## config.mk

```make
export PLATFORM = sky130hd
export DESIGN_NAME = iter_mac_ctrl_flat
export DESIGN_NICKNAME = d
export VERILOG_FILES = /design/src/rtl/mac_ctrl_pkg.sv /design/src/rtl/iter_mac_ctrl_if.sv /design/src/rtl/iter_mac_ctrl_lat_counter.sv /design/src/rtl/iter_mac_ctrl.sv /design/src/flat_wrapper.sv
export SDC_FILE = /design/constraint.sdc
export NUM_CORES = 1
export LEC_CHECK = 0
export ABC_CLOCK_PERIOD_IN_PS = 2900
export CORE_ASPECT_RATIO = 0.8
export CORE_MARGIN = 10
export CORE_UTILIZATION = 51
export DETAILED_ROUTE_END_ITERATION = 12
export GPL_ROUTABILITY_DRIVEN = 1
export PLACE_DENSITY_LB_ADDON = 0.1
export SKIP_LAST_GASP = 1
export SLEW_MARGIN = 20
export SYNTH_ARGS = -nofsm -noshare
export SYNTH_HDL_FRONTEND = slang
export SYNTH_SLANG_ARGS = --single-unit
```

## constraint.sdc

```tcl
create_clock -name clk -period 2.9 [get_ports clk]
set_input_delay 0.58 -clock clk [delete_from_list [all_inputs] [get_ports clk]]
set_output_delay 0.58 -clock clk [all_outputs]
set_load 0.01 [all_outputs]
```

## src/rtl/mac_ctrl_pkg.sv

```systemverilog
// mac_ctrl_pkg: shared state encoding and default parameters for iter_mac_ctrl
package mac_ctrl_pkg;
  localparam int N_TERMS_D = 8;
  localparam int MUL_LAT_D = 1;
  localparam int CNT_W_D = 8;
  localparam int LAT_W = 4;
  typedef enum logic [2:0] {
    S_IDLE = 3'd0,
    S_INIT = 3'd1,
    S_MUL  = 3'd2,
    S_ADD  = 3'd3,
    S_LD   = 3'd4,
    S_FIN  = 3'd5
  } state_t;
endpackage

```

## src/rtl/iter_mac_ctrl_if.sv

```systemverilog
// iter_mac_ctrl_if: run request inputs and datapath control outputs of iter_mac_ctrl
//   master: drives start/abort/n_terms, observes controls
//   slave : the controller, drives ldX..done and term_idx
interface iter_mac_ctrl_if #(parameter int CNT_W = 8);
  logic start;
  logic abort;
  logic [CNT_W-1:0] n_terms;
  logic ldX;
  logic initTmp;
  logic mulEn;
  logic selTmp;
  logic ldTmp;
  logic ldCoef;
  logic [CNT_W-1:0] term_idx;
  logic busy;
  logic done;
  modport master (
    output start, abort, n_terms,
    input  ldX, initTmp, mulEn, selTmp, ldTmp, ldCoef, term_idx, busy, done
  );
  modport slave (
    input  start, abort, n_terms,
    output ldX, initTmp, mulEn, selTmp, ldTmp, ldCoef, term_idx, busy, done
  );
endinterface

```

## src/rtl/iter_mac_ctrl_lat_counter.sv

```systemverilog
// lat_counter: multiplier wait counter, reloads on i_load, counts down on i_en
//   i_load/i_val: preload value, i_en: decrement, o_tc: count reached zero
module lat_counter
  import mac_ctrl_pkg::*;
(
  input  logic             clk,
  input  logic             rst,
  input  logic             i_load,
  input  logic             i_en,
  input  logic [LAT_W-1:0] i_val,
  output logic             o_tc
);
  logic [LAT_W-1:0] r_cnt;
  always_ff @(posedge clk or posedge rst)
    if (rst) r_cnt <= '0;
    else if (i_load) r_cnt <= i_val;
    else if (i_en && r_cnt != '0) r_cnt <= r_cnt - LAT_W'(1);
  assign o_tc = r_cnt == '0;
endmodule

```

## src/rtl/iter_mac_ctrl.sv

```systemverilog
// iter_mac_ctrl: sequencer for an iterative multiply-accumulate datapath
//   clk/rst: clock, asynchronous active-high reset
//   bus    : start/abort/n_terms in, ldX/initTmp/mulEn/selTmp/ldTmp/ldCoef/term_idx/busy/done out
module iter_mac_ctrl
  import mac_ctrl_pkg::*;
#(
  parameter int N_TERMS = N_TERMS_D,
  parameter int MUL_LAT = MUL_LAT_D,
  parameter int CNT_W = CNT_W_D
) (
  input logic clk,
  input logic rst,
  iter_mac_ctrl_if.slave bus
);
  state_t r_state, w_next;
  logic [CNT_W-1:0] r_term_idx, r_n_lat, w_n_clamp;
  logic w_tc, w_last;
  assign w_n_clamp = bus.n_terms > CNT_W'(N_TERMS) ? CNT_W'(N_TERMS) : bus.n_terms;
  assign w_last = r_term_idx + CNT_W'(1) == r_n_lat;
  // counter is held preloaded outside MUL so every MUL entry starts a fresh wait
  lat_counter u_lat (
    .clk,
    .rst,
    .i_load(r_state != S_MUL),
    .i_en(r_state == S_MUL),
    .i_val(LAT_W'(MUL_LAT - 1)),
    .o_tc(w_tc)
  );
  always_ff @(posedge clk or posedge rst)
    if (rst) r_state <= S_IDLE;
    else r_state <= w_next;
  // abort overrides every transition, including start in IDLE
  always_comb begin
    w_next = S_IDLE;
    if (!bus.abort)
      case (r_state)
        S_IDLE:  w_next = bus.start ? S_INIT : S_IDLE;
        S_INIT:  w_next = w_n_clamp == '0 ? S_FIN : S_MUL;
        S_MUL:   w_next = w_tc ? S_ADD : S_MUL;
        S_ADD:   w_next = S_LD;
        S_LD:    w_next = w_last ? S_FIN : S_MUL;
        default: w_next = S_IDLE;
      endcase
  end
  always_ff @(posedge clk or posedge rst)
    if (rst) begin
      r_term_idx <= '0;
      r_n_lat <= '0;
    end else if (!bus.abort) begin
      if (r_state == S_INIT) begin
        r_term_idx <= '0;
        r_n_lat <= w_n_clamp;
      end else if (r_state == S_LD && !w_last) r_term_idx <= r_term_idx + CNT_W'(1);
    end
  // ldTmp and done are suppressed while abort is high so a cancelled run commits nothing
  always_comb begin
    bus.ldX = r_state == S_INIT;
    bus.initTmp = r_state == S_INIT;
    bus.mulEn = r_state == S_MUL;
    bus.selTmp = r_state == S_ADD;
    bus.ldTmp = r_state == S_ADD && !bus.abort;
    bus.ldCoef = r_state == S_LD;
    bus.busy = r_state != S_IDLE;
    bus.done = r_state == S_FIN && !bus.abort;
  end
  assign bus.term_idx = r_term_idx;
endmodule

```

## src/flat_wrapper.sv

```systemverilog
// flat-port wrapper written by rule: the top's interface ports become plain ports
module iter_mac_ctrl_flat import mac_ctrl_pkg::*;
#(
  parameter int N_TERMS = N_TERMS_D,
  parameter int MUL_LAT = MUL_LAT_D,
  parameter int CNT_W = CNT_W_D
)
  (clk, rst, bus_start, bus_abort, bus_n_terms, bus_ldX, bus_initTmp, bus_mulEn, bus_selTmp, bus_ldTmp, bus_ldCoef, bus_term_idx, bus_busy, bus_done);
  iter_mac_ctrl_if #(.CNT_W(CNT_W)) bus_i ();
  input logic clk;
  input logic rst;
  input wire logic [$bits(bus_i.start)-1:0] bus_start;
  input wire logic [$bits(bus_i.abort)-1:0] bus_abort;
  input wire logic [$bits(bus_i.n_terms)-1:0] bus_n_terms;
  output wire logic [$bits(bus_i.ldX)-1:0] bus_ldX;
  output wire logic [$bits(bus_i.initTmp)-1:0] bus_initTmp;
  output wire logic [$bits(bus_i.mulEn)-1:0] bus_mulEn;
  output wire logic [$bits(bus_i.selTmp)-1:0] bus_selTmp;
  output wire logic [$bits(bus_i.ldTmp)-1:0] bus_ldTmp;
  output wire logic [$bits(bus_i.ldCoef)-1:0] bus_ldCoef;
  output wire logic [$bits(bus_i.term_idx)-1:0] bus_term_idx;
  output wire logic [$bits(bus_i.busy)-1:0] bus_busy;
  output wire logic [$bits(bus_i.done)-1:0] bus_done;
  assign bus_i.start = bus_start;
  assign bus_i.abort = bus_abort;
  assign bus_i.n_terms = bus_n_terms;
  assign bus_ldX = bus_i.ldX;
  assign bus_initTmp = bus_i.initTmp;
  assign bus_mulEn = bus_i.mulEn;
  assign bus_selTmp = bus_i.selTmp;
  assign bus_ldTmp = bus_i.ldTmp;
  assign bus_ldCoef = bus_i.ldCoef;
  assign bus_term_idx = bus_i.term_idx;
  assign bus_busy = bus_i.busy;
  assign bus_done = bus_i.done;
  iter_mac_ctrl #(.N_TERMS(N_TERMS), .MUL_LAT(MUL_LAT), .CNT_W(CNT_W)) u_core (.clk(clk), .rst(rst), .bus(bus_i));
endmodule
```

After elaboration in Yosys (flattened, before gate mapping)
Cells that the tools add are included.
Word-level totals
  bits in registers: 23
  input port bits: 12
  output and inout port bits: 16
  logic and storage cells: 41
Operators by class
  $add $sub $neg: 2
  $lt $le $gt $ge: 1
  eq/ne operators: 7
  multiplexer cells: 11
  bitwise operators: 1
  reduce and logical (&&, ||, !) cells: 15
Operators with widths (count)
  8-bit two-way mux: 3
  3-bit one-hot mux with 5 select lines: 1
  3-bit two-way mux: 3
  8-bit by 1-bit adder with 8-bit output (second input constant): 1
  8-bit == test: 1
  8-bit by 4-bit greater-than comparator with 1-bit output (second input constant): 1
  8-bit logical NOT: 1
  4-bit two-way mux: 2
  3-bit by 2-bit == test with 1-bit output (second input constant): 2
  3-bit == test (second input constant): 2
  1-bit logical AND: 4
  4-bit logical NOT: 1
  2-bit AND reduction: 2
  2-bit nonzero test: 2
  4-bit nonzero test: 1
  4-bit by 1-bit subtractor with 4-bit output (second input constant): 1
  3-bit by 1-bit == test with 1-bit output (second input constant): 1
  3-bit logical NOT: 1
  3-bit by 2-bit != test with 1-bit output (second input constant): 1
  3-bit nonzero test: 1
  1-bit logical NOT: 2
  1-bit two-way mux: 2
  1-bit NOT: 1

Depth between registers and ports, before layout
  depth in word-level cells: 6
  mapped depth: 8
  depth with buffers taken out: 7

Cells and area by module
A second synthesis with hierarchy kept.
Unflattened totals
  cell total of the unflattened synthesis: 159
  area, all modules: 1458.9 um^2
Modules (own cells, without submodules)
  iter_mac_ctrl: instances 1, cells an instance 131, area an instance 1197.4 um^2, sequential area each 475.5 um^2
  lat_counter: instances 1, cells an instance 28, area an instance 261.5 um^2, sequential area each 100.1 um^2

Worst setup path after synthesis
OpenSTA, ideal clock, no wires.
  kind: register to register
  from: register u_core.r_term_idx[0], in the netlist u_core.bus.term_idx[0]
  to: register u_core.r_term_idx[2], in the netlist u_core.bus.term_idx[2]
  library setup time: 0.069 ns
  arrival: 2.042 ns
  required time: 2.831 ns
  path slack: 0.788 ns
  stages on the path, launching flop included: 9
  buffers on the path: 1
  period minus slack after synthesis: 2.112 ns
  cell sequence: dfrtp_1 -> ha_1 -> nand3_1 -> nor3_1 -> nor4b_4 -> o2111a_1 -> buf_6 -> or4_1 -> nand3_1
On the way
  word-level cells in the longest chain between the ends: 6
  elaborated cells on any way between the ends: 8
  classes of those cells: add/sub: 1; eq/ne: 1; mux: 2; reduce/logical: 4
RTL lines
  start: declaration: RTL line iter_mac_ctrl.sv:16  | logic [CNT_W-1:0] r_term_idx, r_n_lat, w_n_clamp;
  start signal: assignment: RTL line iter_mac_ctrl.sv:53  | end else if (r_state == S_LD && !w_last) r_term_idx <= r_term_idx + CNT_W'(1);
  8-bit by 1-bit adder with 8-bit output (*): RTL line iter_mac_ctrl.sv:19, iter_mac_ctrl.sv:53
  8-bit == test: RTL line iter_mac_ctrl.sv:19  | assign w_last = r_term_idx + CNT_W'(1) == r_n_lat;
  1-bit logical NOT: RTL line iter_mac_ctrl.sv:53
  1-bit logical AND: RTL line iter_mac_ctrl.sv:53
  2-bit nonzero test (no line)
  2-bit AND reduction (no line)
Mark *: on every way between the ends. The rest lies on a longest branch, timed or not. The select of a mux whose other input is x is not followed.
A chain may end at the register's enable or synchronous reset.

Worst setup path after layout
  from: register u_core.r_state[2]
  to: output bus_initTmp
On the way
  word-level cells in the longest chain between the ends: 1
RTL lines
  start: declaration: RTL line iter_mac_ctrl.sv:15  | state_t r_state, w_next;
  start signal: assignment: RTL line iter_mac_ctrl.sv:31  | else r_state <= w_next;
  3-bit by 1-bit == test with 1-bit output: RTL line iter_mac_ctrl.sv:58  | bus.initTmp = r_state == S_INIT;
  end: declaration: RTL line flat_wrapper.sv:16  | output wire logic [$bits(bus_i.initTmp)-1:0] bus_initTmp;
No other way between the ends.

==> flow_summary_export.csv <==
group,metric,value,unit
floorplanning,die_w,79.6,µm
placed_design,place.gp.congestion,0.884,
finish,layout.nets,201,
timing,setup_violations,0,
yosys,synthCells,162,
finish,area_growth,20.5,%
global_route,grt_pass1_vias,1248,
drt,initialDrtViolationCount,90,
worst_setup_path,cp.arrival,2030,ps
pwr,vdd_ir_drop_max,0.303,mV
yosys,synth_flop_cell,"dfrtp_1",
finish,drive_above_1_share,0.0595,
drt,dr.pass1.iters,4,
yosys,syn_area,1450,µm²
cts,cts_tree,"done",
placed_design,place_ws,493,ps
yosys,synth_cell_types,48,
pwr,p_per_area,600,nW/µm²
global_route,antenna_found_initial,0,
yosys,synth_common_cells,"dfrtp_1, nand2_1, nor2_1",
cts,cts_sinks,23,
floorplanning,die_area,5390,µm²
hold_path,hold_path.class,"flip-flop to flip-flop",
placed_design,dp_hpwl,2.69,mm
yosys,yosysMostFrequentCell,"dfrtp_1",
worst_setup_path,max_stage_delay,570,ps
timing,setup_ws,288,ps
timing,final-hold-violation-count,0,
worst_setup_path,crit_required,2320,ps
drt,avgViaCountPerCell,5.69,
finish,fill_cells,235,
finish,diodes,0,
drt,routed_wl,3.47,mm
cts,hold_buffers,0,
floorplanning,start_util,0.529,
cts,clockRootBuffer,"clkbuf_4",
timing,layout_min_cycle_time,2610,ps
cts,clock_latency,310,ps
drt,drc_errors,0,
cts,cts-resized-gates,0,
floorplanning,core-area,2740,µm²
timing,whs,548,ps
timing,fmax,383,MHz
timing,rsz0062_at_grt,"false",
worst_setup_path,critPathKind,"flip-flop to output port",
yosys,synth_edf_count,0,
global_route,grt_max_degree,24,
yosys,synth.net_count,177,
worst_setup_path,critPathMaxFanout,8,
drt,wl_per_cell,15.5,µm
global_route,grt.total_usage,0.136,
timing,fin_crit_sh,0.901,
worst_setup_path,critPathSlowestCell,"clkdlybuf4s50_1",
yosys,syn_avg_cell_area,8.96,µm²
floorplanning,ioPinCount,28,
worst_setup_path,crit_family,"buffers and inverters",
cts,clkTransAtPathRegs,130,ps
finish,multi_input_area,783,µm²
finish,regArea,576,µm²
pwr,power,1.05,mW
yosys,ys_seq_area_frac,0.397,
floorplanning,fp-row-count,17,
worst_setup_path,critPathCaptureType,"output port",
timing,slew_headroom,0.424,
global_route,grt_pass1_wl,5.89,mm
worst_setup_path,path_cells,"nor2b_1 -> nand2b_1 -> inv_2 -> clkdlybuf4s50_1",
cts,cts_buffer_depth,2,
yosys,ys_warn_count,0,
yosys,synth_async_sr_flop_share,1.00,
status,status,"finished clean",
worst_setup_path,path_buf_inv,2,
cts,cts_buffers,3,
yosys,ys_ff_latch,23,
yosys,synth_top_area_cell,"dfrtp_1",
floorplanning,die_height,67.7,µm
drt,vias,1268,
worst_setup_path,setup.worst_path.start_class,"flip-flop",
pwr,leakagePower,0.734,nW
drt,ant_nets,0,
placed_design,port_buffers,27,
timing,tightest_slew,863,ps
cts,htreeDepth,1,
global_route,overflow,0,
yosys,netlist.area_leader.share,0.397,
job,drv_cap,0,
timing,drv_slew,0,
yosys,synth_area_leaders,"dfrtp_1, xnor2_1, nand2_1",
timing,fin_setup_tns,0,ps
timing,fin_skew,1.20,ps
cts,cts_setup_buffers,0,
==> layer usage <==
metal	track usage	vias to the layer above	share of wire
met5	0	-	0
met4	0.0201	0	0.0026
met3	0.0451	2	0.063
met2	0.227	30	0.47
met1	0.171	617	0.46
li1	-	619	-
==> final timing paths <==
path,startpoint,cells past startpoint,slack (ps),endpoint
max,u_core.r_state[2]$_DFF_PP0_,4,290,bus_initTmp
min,u_core.r_n_lat[3]$_DFFE_PP0P_,2,550,u_core.r_n_lat[3]$_DFFE_PP0P_
max reg2reg,u_core.bus.term_idx[0]$_DFFE_PP0P_,7,530,u_core.bus.term_idx[6]$_DFFE_PP0P_
min reg2reg,u_core.r_n_lat[3]$_DFFE_PP0P_,2,550,u_core.r_n_lat[3]$_DFFE_PP0P_
max in group asynchronous,rst,2,1650,u_core.bus.term_idx[6]$_DFFE_PP0P_
min in group asynchronous,rst,2,730,u_core.r_state[0]$_DFF_PP0_
==> state kept, by name, summed over array words and instances, names as in the netlist <==
name / cells
u_core.bus.term_idx: 8
u_core.r_state: 3
u_core.r_n_lat: 8
u_core.u_lat.r_cnt: 4
==> worst min-delay path, delay by kind of cell, from the launching register on <==
kind                   cells  cell delay, ps
flip-flops                 1             410
buffers and inverters      1              60
AO/OA/AOI/OAI              1              50
==> cell type report <==
type / count / area share
clock buffer: 3 / 0.0129
clock inverter: 1 / 0.00286
timing repair buffer: 28 / 0.159
sequential: 23 / 0.329
tap: 38 / 0.0272
multi-input combinational: 120 / 0.448
inverter: 10 / 0.0215
==> report_power, final <==
part	internal (mW)	switching (mW)	total, mW
Sequential	0.357	0.0712	0.428
Clock	0.0516	0.0989	0.151
Combinational	0.231	0.240	0.471
==> layout by cell type (no fill, tap or decap), types with 2 or more instances in the layout <==
cell             netlist  routed
nor3_1                 8       8
a21oi_1                6       6
a211oi_1               2       2
nand4_1                2       2
o311ai_1               2       2
nor4_1                 2       2
o211ai_1               4       4
and2_1                 7       7
clkbuf_4               0       3
nor2b_1                3       3
a22o_1                 3       3
xnor2_1                8       8
a22oi_1                2       2
nand3_1                6       6
nand4b_1               2       2
inv_1                  8       8
o21ai_0                4       4
xor2_1                 3       3
nor2_1                12      12
or4_1                  2       2
ha_1                   3       3
dfrtp_1               23      23
nand2_1               17      17
nand2b_1               3       3
clkdlybuf4s50_1        0      27
==> kinds of logic (layout without fill, tap and decap cells) <==
group                    Yosys count  in the layout  share of synthesized area
AND/OR/NAND/NOR                   72             72                      0.273
AO/OA/AOI/OAI                     33             33                      0.167
flip-flops                        23             23                      0.397
buffers and inverters             19             42                     0.0638
XOR/XNOR                          11             11                     0.0664
adder cells (fa/ha/maj)            3              3                     0.0259
multiplexers                       1              1                    0.00690
==> stage by stage <==
step | instance area (µm²) | std cells | utilization
after CTS | 1750 | 223 | 0.637
after detailed placement | 1720 | 219 | 0.627
final | 1750 | 223 | 0.637
after floorplan | 1450 | 162 | -
after global routing | 1750 | 223 | 0.637
after global placement | 1720 | 219 | 0.627
(Power assumes the default switching activity.)
